===== src/rtl/video_timing_gen_if.sv =====
// Pixel-pair stream from the upstream pixel source into video_timing_gen.
// Each 16-bit channel carries two pixels: [7:0] left pixel, [15:8] right pixel.
interface video_timing_gen_if;
  logic        pix_valid;
  logic        pix_ready;
  logic [15:0] pix_data_r;
  logic [15:0] pix_data_g;
  logic [15:0] pix_data_b;

  modport master (
    output pix_valid,
    output pix_data_r,
    output pix_data_g,
    output pix_data_b,
    input  pix_ready
  );

  modport slave (
    input  pix_valid,
    input  pix_data_r,
    input  pix_data_g,
    input  pix_data_b,
    output pix_ready
  );
endinterface


===== src/rtl/video_timing_gen.sv =====
// Video timing generator: produces hsync/vsync/de for an LVDS packer and
// passes pixel pairs through with one clock of latency (2 pixels per clock).
// When the upstream source is starved on an active clock, timing keeps going,
// a fill value is sent and an underflow is flagged.
// Optional feature macro: VIDEO_TIMING_GEN_TESTPAT_EN selects 8 vertical
// colour bars as the underflow fill instead of black.
//
// state | meaning
// ------+---------------------------------------------------------------
// IDLE  | counters held at 0, no output activity
// RUN   | counters advance every clock, frames repeat while enable=1
// DRAIN | enable dropped: finish the current frame, then return to IDLE
module video_timing_gen #(
  parameter int H_ACTIVE = 320,
  parameter int H_FP     = 8,
  parameter int H_SYNC   = 48,
  parameter int H_BP     = 24,
  parameter int V_ACTIVE = 480,
  parameter int V_FP     = 10,
  parameter int V_SYNC   = 2,
  parameter int V_BP     = 33,
  parameter bit SYNC_POL = 1'b1
) (
  input  logic                     clk,
  input  logic                     resetn,
  input  logic                     enable,
  video_timing_gen_if.slave        pix,
  output logic                     out_vsync,
  output logic                     out_hsync,
  output logic                     out_de,
  output logic [15:0]              out_data_r,
  output logic [15:0]              out_data_g,
  output logic [15:0]              out_data_b,
  output logic                     frame_start,
  output logic                     underflow,
  output logic                     underflow_sticky,
  input  logic                     underflow_clr
);

  localparam int H_TOTAL = H_ACTIVE + H_FP + H_SYNC + H_BP;
  localparam int V_TOTAL = V_ACTIVE + V_FP + V_SYNC + V_BP;
  // One extra value of headroom so the sync-end bound never truncates.
  localparam int HW = $clog2(H_TOTAL + 1);
  localparam int VW = $clog2(V_TOTAL + 1);

  localparam logic [HW-1:0] H_LAST = HW'(H_TOTAL - 1);
  localparam logic [HW-1:0] H_ACT  = HW'(H_ACTIVE);
  localparam logic [HW-1:0] H_SS   = HW'(H_ACTIVE + H_FP);
  localparam logic [HW-1:0] H_SE   = HW'(H_ACTIVE + H_FP + H_SYNC);
  localparam logic [VW-1:0] V_LAST = VW'(V_TOTAL - 1);
  localparam logic [VW-1:0] V_ACT  = VW'(V_ACTIVE);
  localparam logic [VW-1:0] V_SS   = VW'(V_ACTIVE + V_FP);
  localparam logic [VW-1:0] V_SE   = VW'(V_ACTIVE + V_FP + V_SYNC);

  typedef enum logic [1:0] {IDLE, RUN, DRAIN} state_t;

  state_t          state;
  state_t          state_nxt;
  logic [HW-1:0]   h_cnt;
  logic [VW-1:0]   v_cnt;
  logic            h_end;
  logic            v_end;
  logic            active;
  logic            hs_region;
  logic            vs_region;
  logic            starved;
  logic [15:0]     fill_r;
  logic [15:0]     fill_g;
  logic [15:0]     fill_b;

  assign h_end     = (h_cnt == H_LAST);
  assign v_end     = (v_cnt == V_LAST);
  assign active    = (state != IDLE) && (h_cnt < H_ACT) && (v_cnt < V_ACT);
  assign hs_region = (h_cnt >= H_SS) && (h_cnt < H_SE);
  assign vs_region = (v_cnt >= V_SS) && (v_cnt < V_SE);
  assign starved   = active & ~pix.pix_valid;

  // A pair is taken on every active clock; starvation never stalls timing.
  assign pix.pix_ready = active;

`ifdef VIDEO_TIMING_GEN_TESTPAT_EN
  logic [2:0] bar;
  logic [2:0] bar_rgb;

  assign bar = 3'((32'(h_cnt) * 32'd8) / 32'(H_ACTIVE));

  // Bar colour as {r,g,b} on/off: white, yellow, cyan, green, magenta, red, blue, black.
  always_comb begin
    bar_rgb = 3'b000;
    case (bar)
      3'd0:    bar_rgb = 3'b111;
      3'd1:    bar_rgb = 3'b110;
      3'd2:    bar_rgb = 3'b011;
      3'd3:    bar_rgb = 3'b010;
      3'd4:    bar_rgb = 3'b101;
      3'd5:    bar_rgb = 3'b100;
      3'd6:    bar_rgb = 3'b001;
      default: bar_rgb = 3'b000;
    endcase
  end

  assign fill_r = {16{bar_rgb[2]}};
  assign fill_g = {16{bar_rgb[1]}};
  assign fill_b = {16{bar_rgb[0]}};
`else
  assign fill_r = '0;
  assign fill_g = '0;
  assign fill_b = '0;
`endif

  // FSM state register.
  always_ff @(posedge clk or negedge resetn) begin
    if (!resetn) state <= IDLE;
    else         state <= state_nxt;
  end

  // Next state; DRAIN only returns to IDLE on the last clock of a frame.
  always_comb begin
    state_nxt = state;
    case (state)
      IDLE:    if (enable) state_nxt = RUN;
      RUN:     if (!enable) state_nxt = DRAIN;
      DRAIN: begin
        if (enable)              state_nxt = RUN;
        else if (h_end && v_end) state_nxt = IDLE;
      end
      default: state_nxt = IDLE;
    endcase
  end

  // Raster counters: held at 0 in IDLE, free-running otherwise.
  always_ff @(posedge clk or negedge resetn) begin
    if (!resetn) begin
      h_cnt <= '0;
      v_cnt <= '0;
    end else if (state == IDLE) begin
      h_cnt <= '0;
      v_cnt <= '0;
    end else if (h_end) begin
      h_cnt <= '0;
      v_cnt <= v_end ? '0 : v_cnt + VW'(1);
    end else begin
      h_cnt <= h_cnt + HW'(1);
    end
  end

  // Registered outputs, one clock behind the counter state that produced them.
  always_ff @(posedge clk or negedge resetn) begin
    if (!resetn) begin
      out_de           <= 1'b0;
      out_hsync        <= ~SYNC_POL;
      out_vsync        <= ~SYNC_POL;
      out_data_r       <= '0;
      out_data_g       <= '0;
      out_data_b       <= '0;
      frame_start      <= 1'b0;
      underflow        <= 1'b0;
      underflow_sticky <= 1'b0;
    end else begin
      out_de      <= active;
      out_hsync   <= hs_region ? SYNC_POL : ~SYNC_POL;
      out_vsync   <= vs_region ? SYNC_POL : ~SYNC_POL;
      frame_start <= (state != IDLE) && (h_cnt == '0) && (v_cnt == '0);
      underflow   <= starved;
      if (!active) begin
        out_data_r <= '0;
        out_data_g <= '0;
        out_data_b <= '0;
      end else if (pix.pix_valid) begin
        out_data_r <= pix.pix_data_r;
        out_data_g <= pix.pix_data_g;
        out_data_b <= pix.pix_data_b;
      end else begin
        out_data_r <= fill_r;
        out_data_g <= fill_g;
        out_data_b <= fill_b;
      end
      // A new underflow beats a simultaneous clear so no event is lost.
      if (starved)            underflow_sticky <= 1'b1;
      else if (underflow_clr) underflow_sticky <= 1'b0;
    end
  end

endmodule


===== src/flat_wrapper.sv =====
// flat-port wrapper written by rule: the top's interface ports become plain ports
module video_timing_gen_flat 
#(
  parameter int H_ACTIVE = 320,
  parameter int H_FP     = 8,
  parameter int H_SYNC   = 48,
  parameter int H_BP     = 24,
  parameter int V_ACTIVE = 480,
  parameter int V_FP     = 10,
  parameter int V_SYNC   = 2,
  parameter int V_BP     = 33,
  parameter bit SYNC_POL = 1'b1
)
  (clk, resetn, enable, out_vsync, out_hsync, out_de, out_data_r, out_data_g, out_data_b, frame_start, underflow, underflow_sticky, underflow_clr, pix_pix_valid, pix_pix_data_r, pix_pix_data_g, pix_pix_data_b, pix_pix_ready);
  video_timing_gen_if pix_i ();
  input  logic clk;
  input  logic resetn;
  input  logic enable;
  output logic out_vsync;
  output logic out_hsync;
  output logic out_de;
  output logic [15:0] out_data_r;
  output logic [15:0] out_data_g;
  output logic [15:0] out_data_b;
  output logic frame_start;
  output logic underflow;
  output logic underflow_sticky;
  input  logic underflow_clr;
  input wire logic [$bits(pix_i.pix_valid)-1:0] pix_pix_valid;
  input wire logic [$bits(pix_i.pix_data_r)-1:0] pix_pix_data_r;
  input wire logic [$bits(pix_i.pix_data_g)-1:0] pix_pix_data_g;
  input wire logic [$bits(pix_i.pix_data_b)-1:0] pix_pix_data_b;
  output wire logic [$bits(pix_i.pix_ready)-1:0] pix_pix_ready;
  assign pix_i.pix_valid = pix_pix_valid;
  assign pix_i.pix_data_r = pix_pix_data_r;
  assign pix_i.pix_data_g = pix_pix_data_g;
  assign pix_i.pix_data_b = pix_pix_data_b;
  assign pix_pix_ready = pix_i.pix_ready;
  video_timing_gen #(.H_ACTIVE(H_ACTIVE), .H_FP(H_FP), .H_SYNC(H_SYNC), .H_BP(H_BP), .V_ACTIVE(V_ACTIVE), .V_FP(V_FP), .V_SYNC(V_SYNC), .V_BP(V_BP), .SYNC_POL(SYNC_POL)) u_core (.clk(clk), .resetn(resetn), .enable(enable), .pix(pix_i), .out_vsync(out_vsync), .out_hsync(out_hsync), .out_de(out_de), .out_data_r(out_data_r), .out_data_g(out_data_g), .out_data_b(out_data_b), .frame_start(frame_start), .underflow(underflow), .underflow_sticky(underflow_sticky), .underflow_clr(underflow_clr));
endmodule

===== config.mk =====
export PLATFORM = sky130hd
export DESIGN_NAME = video_timing_gen_flat
export DESIGN_NICKNAME = d
export VERILOG_FILES = /design/src/rtl/video_timing_gen_if.sv /design/src/rtl/video_timing_gen.sv /design/src/flat_wrapper.sv
export SDC_FILE = /design/constraint.sdc
export NUM_CORES = 1
export LEC_CHECK = 0
export ABC_AREA = 1
export BUFFER_PORTS_ARGS = -buffer_cell sky130_fd_sc_hd__buf_4
export CAP_MARGIN = 20
export CORE_AREA = 8 8 86 88
export CTS_CLUSTER_SIZE = 8
export DETAILED_ROUTE_END_ITERATION = 10
export DIE_AREA = 0 0 94 96
export PLACE_DENSITY = 0.82
export RECOVER_POWER = 100
export SYNTH_ARGS = -nofsm -noshare
export SYNTH_HDL_FRONTEND = slang
export SYNTH_SLANG_ARGS = --single-unit

===== constraint.sdc =====
create_clock -name clk -period 3.8 [get_ports clk]
set_clock_uncertainty 0.2 [all_clocks]
set_input_delay 0.19 -clock clk [delete_from_list [all_inputs] [get_ports clk]]
set_output_delay 0.19 -clock clk [all_outputs]
set_load 0.01 [all_outputs]

==> metrics.md <==
| Metric | Value |
|---|---|
| Nets | `565` |
| CTS buffer count | `9` |
| Reg power frac | `49.2%` |
| Cell family with most CP delay | `simple AND/OR/NAND/NOR gates` |
| Routed len/inst | `15.8 um` |
| Hold_buf cts | `about 50` |
| Critical Path Source | `u_core.v_cnt[8]$_DFFE_PN0P_` |
| Power, Total | `~0.0018 W` |
| Max-slew violations | `76` |
| Hold WC Path Type | `in2reg` |
| Die area | `0.00902 mm2` |
| I/O Buffers | `approximately 110` |
| Clk slew on worst S/H paths | `roughly 0.10 ns` |
| Total track usage | `around a fifth` |
| Root buf cell | `clkbuf_8` |
| F_max | `a little under 400 MHz` |
| Via density | `5.01` |
| Max rail drop VDD | `around 0.00026 V` |
| Max Cap Viol | `1` |
| Die Height | `96 um` |
| Max clock buf depth | `2` |
| Switching power | `0.000471 W` |
| Pin count of the biggest net entering global routing | `76` |
| First-pass GRT wire length | `about 15000 um` |
| Worst path slowest cell | `nand4_2` |
| GR peak layer | `met2` |
| Starting density of the core | `around half` |
| CTS tree | `built` |
| Yosys reg bits | `75` |
| GR Util met2 | `just under 40%` |
| Reg2reg start | `u_core.state[0]$_DFFE_PN0P_` |
| Syn Std Cell Area | `0.00311 mm2` |
| Crit end category | `output pin` |
| Pint | `between 0.001 and 0.0015 W` |
| Sum Neg Setup Slack | `0 ns` |
| DRT Wirelength | `slightly above 9000 um` |
| DRC viols | `0` |
| # clock sinks | `75` |
| CP dominant cell by count | `inv_1` |
| Leakage | `around 2.2 nW` |
| GP Congestion | `between 0.9 and 1` |
| Part of the power in combinational logic | `approximately 14%` |
| Crit-path cells | `nand2_1, nor2_1, inv_1, nand4_2, inv_1, clkbuf_1` |
| Critical path class | `reg2out` |
| Vias in the first global route | `roughly 3100` |
| Syn_area_per_cell | `roughly 8.9 um2` |
| GRT overflow | `0` |
| Met1 usage | `a little over a fifth` |
| Worst slew pin tran | `approximately 1.8 ns` |
| Clock Latency Late Sink | `~0.33 ns` |
| Sequential fraction of the synthesis area | `around three fifths` |
| Post-route insts no fill | `590` |
| Cells after Synth | `~350` |
| First drt pass iteration count | `7` |
| Crit path DAT | `approximately 2.2 ns` |
| Grt met3 use | `between 5 and 6%` |
| Min-delay src | `pix_pix_valid` |
| Hold Violations, Final | `0` |
| Post-CTS setup buffers | `0` |
| Failing checks | `capacitance limit, slew limit` |
| Critical Path Fanout Max | `35` |
| Core Area | `roughly 0.0061 mm2` |
| Number of diodes | `0` |
| Critical path buffers and inverters | `3` |
| CP peak stage delay | `0.67 ns` |
| ANT nets after route | `0` |
| Fillers | `between 400 and 500` |
| PnR worst setup slack | `1.25 ns` |
| Initial DRC Count | `190` |
| Core Rows | `29` |
| Final setup viols | `0` |
| Pwr dens | `just under 400 mW/mm2` |
| Minimum clock period | `~2.6 ns` |
| Rel. slew slack | `-19.0%` |
| Post-cts sizing count | `0` |
| RSZ-0062 raised after global routing | `no` |
| Vias | `slightly below 3000` |
| Placed cell count | `between 500 and 600` |
| Netlist cell types | `26` |
| Die width | `between 90 and 100 um` |
| Hpwl dp | `between 5000 and 6000 um` |
| Run status | `finished with violations` |
| Startpoint types | `flop` |
| Clock Power Share | `36.2%` |
| Yosys warnings | `0` |
| Final period utilization | `about two thirds` |
| Setup slack at placement | `~1.5 ns` |
| Layout area overhead | `42.3%` |
| Post-Syn Nets | `roughly 410` |
| I/O pins | `108` |
| H-Tree Depth | `3` |
| Worst EP required | `between 3 and 4 ns` |
| Initial antenna violation count | `0` |
| Switch share | `26.9%` |
| Share of cells above drive strength 1 | `roughly 15%` |
[kinds of logic (layout without fill, tap and decap cells)]
kind of cell	count (synthesis)	after routing	share of synthesized area (%)
flops	75	75	60.3
compound gates	19	19	3.50
xor+xnor	1	1	0.281
fa+ha+maj	4	4	1.61
simple gates	203	203	27.5
buf+inv	49	211	6.79
[routing by layer]
metal	wire, um	part of all wire, %	vias to the layer above
li1	-	-	1398
met1	3280	35	1407
met2	4950	53	120
met3	627	6.7	29
met4	432	4.6	0
met5	0	0	-
[path summary, 6_finish.rpt]
path	to	slack [ns]	cells after the start
max	pix_pix_ready	1.25	6
min	u_core.out_data_g[3]$_DFF_PN0_	0.09	3
max reg2reg	u_core.out_data_b[5]$_DFF_PN0_	1.26	5
min reg2reg	u_core.h_cnt[0]$_DFF_PN0_	0.29	1
max in group asynchronous	u_core.out_data_b[4]$_DFF_PN0_	1.68	2
min in group asynchronous	u_core.out_data_g[2]$_DFF_PN0_	0.66	2
[synthesized netlist by cell type, drive strengths merged]
cell    count  share of area (%)
o22ai       1               0.20
inv        35                4.2
o21ai      13                2.3
nand4      14                3.0
nand2      92                 11
nor3        4               0.64
clkbuf      6               0.72
xor2        1               0.28
a21oi       3               0.48
a211oi      1               0.24
buf         7                1.7
nor2       80                 11
ha          4                1.6
dfrtp      75                 60
nand3      13                2.1
clkinv      1               0.12
a21boi      1               0.24
[cells in the final DEF (no fill, tap or decap)]
master          n
clkinv_1        1
clkinv_4        3
o21ai_2         1
a211oi_1        1
o21ai_0        12
ha_1            4
nor3_1          4
clkinvlp_4      1
a21oi_1         3
nor2_2          4
nand3_1        13
clkbuf_4        1
inv_1          35
nand2_1        90
nand2_2         2
buf_4          50
dlygate4sd3_1  51
xor2_1          1
a21boi_0        1
inv_6           1
dfrtp_1        75
nand4_2         1
nor2_1         76
o22ai_1         1
clkbuf_8       10
clkbuf_2        1
nand4_1        13
clkbuf_1       56
bufinv_16       1
[cell type report]
type / count / area, um2 / share of cell area [%]
Clock inverter: 6 / 72.6 / 1.64
Sequential cell: 75 / 1880 / 42.4
Clock buffer: 10 / 138 / 3.11
Timing Repair Buffer: 159 / 1110 / 25.0
Tap cell: 77 / 96.3 / 2.17
Inverter: 36 / 135 / 3.05
Multi-Input combinational cell: 227 / 1000 / 22.6
[power by group through the flow]
stage	sequential (W)	clock (W)	combinational, W
CTS	0.000863	0.000639	0.000284
global placement	0.000876	0	0.000233
global route	0.000868	0.000675	0.000281
finish	0.000862	0.000634	0.000255
floorplan	0.000894	0	0.0000895
detailed placement	0.000879	0	0.000240
[per-stage QoR]
stage,hold slack [ns],util [%],area (um2)
after floorplan,-0.306,-,3110
after global placement,0.176,64.7,3940
after detailed placement,0.182,64.7,3940
after CTS,0.0797,76.5,4660
after global routing,0.110,72.7,4430
final,0.0897,72.7,4430
[tightest hold or removal path, delay by kind of cell]
kind                   cells  cell delay [ns]
buffers and inverters      1             0.26
and+or+nand+nor            2             0.16
[registers in the layout, summed over array words and instances, names as in the netlist]
signal                   flops
u_core.out_vsync             1
u_core.out_de                1
u_core.out_data_b           16
u_core.v_cnt                10
u_core.state                 2
u_core.underflow             1
u_core.h_cnt                 9
u_core.out_hsync             1
u_core.out_data_r           16
u_core.out_data_g           16
u_core.underflow_sticky      1
u_core.frame_start           1
Note: power is estimated with default switching activity, not from simulation.
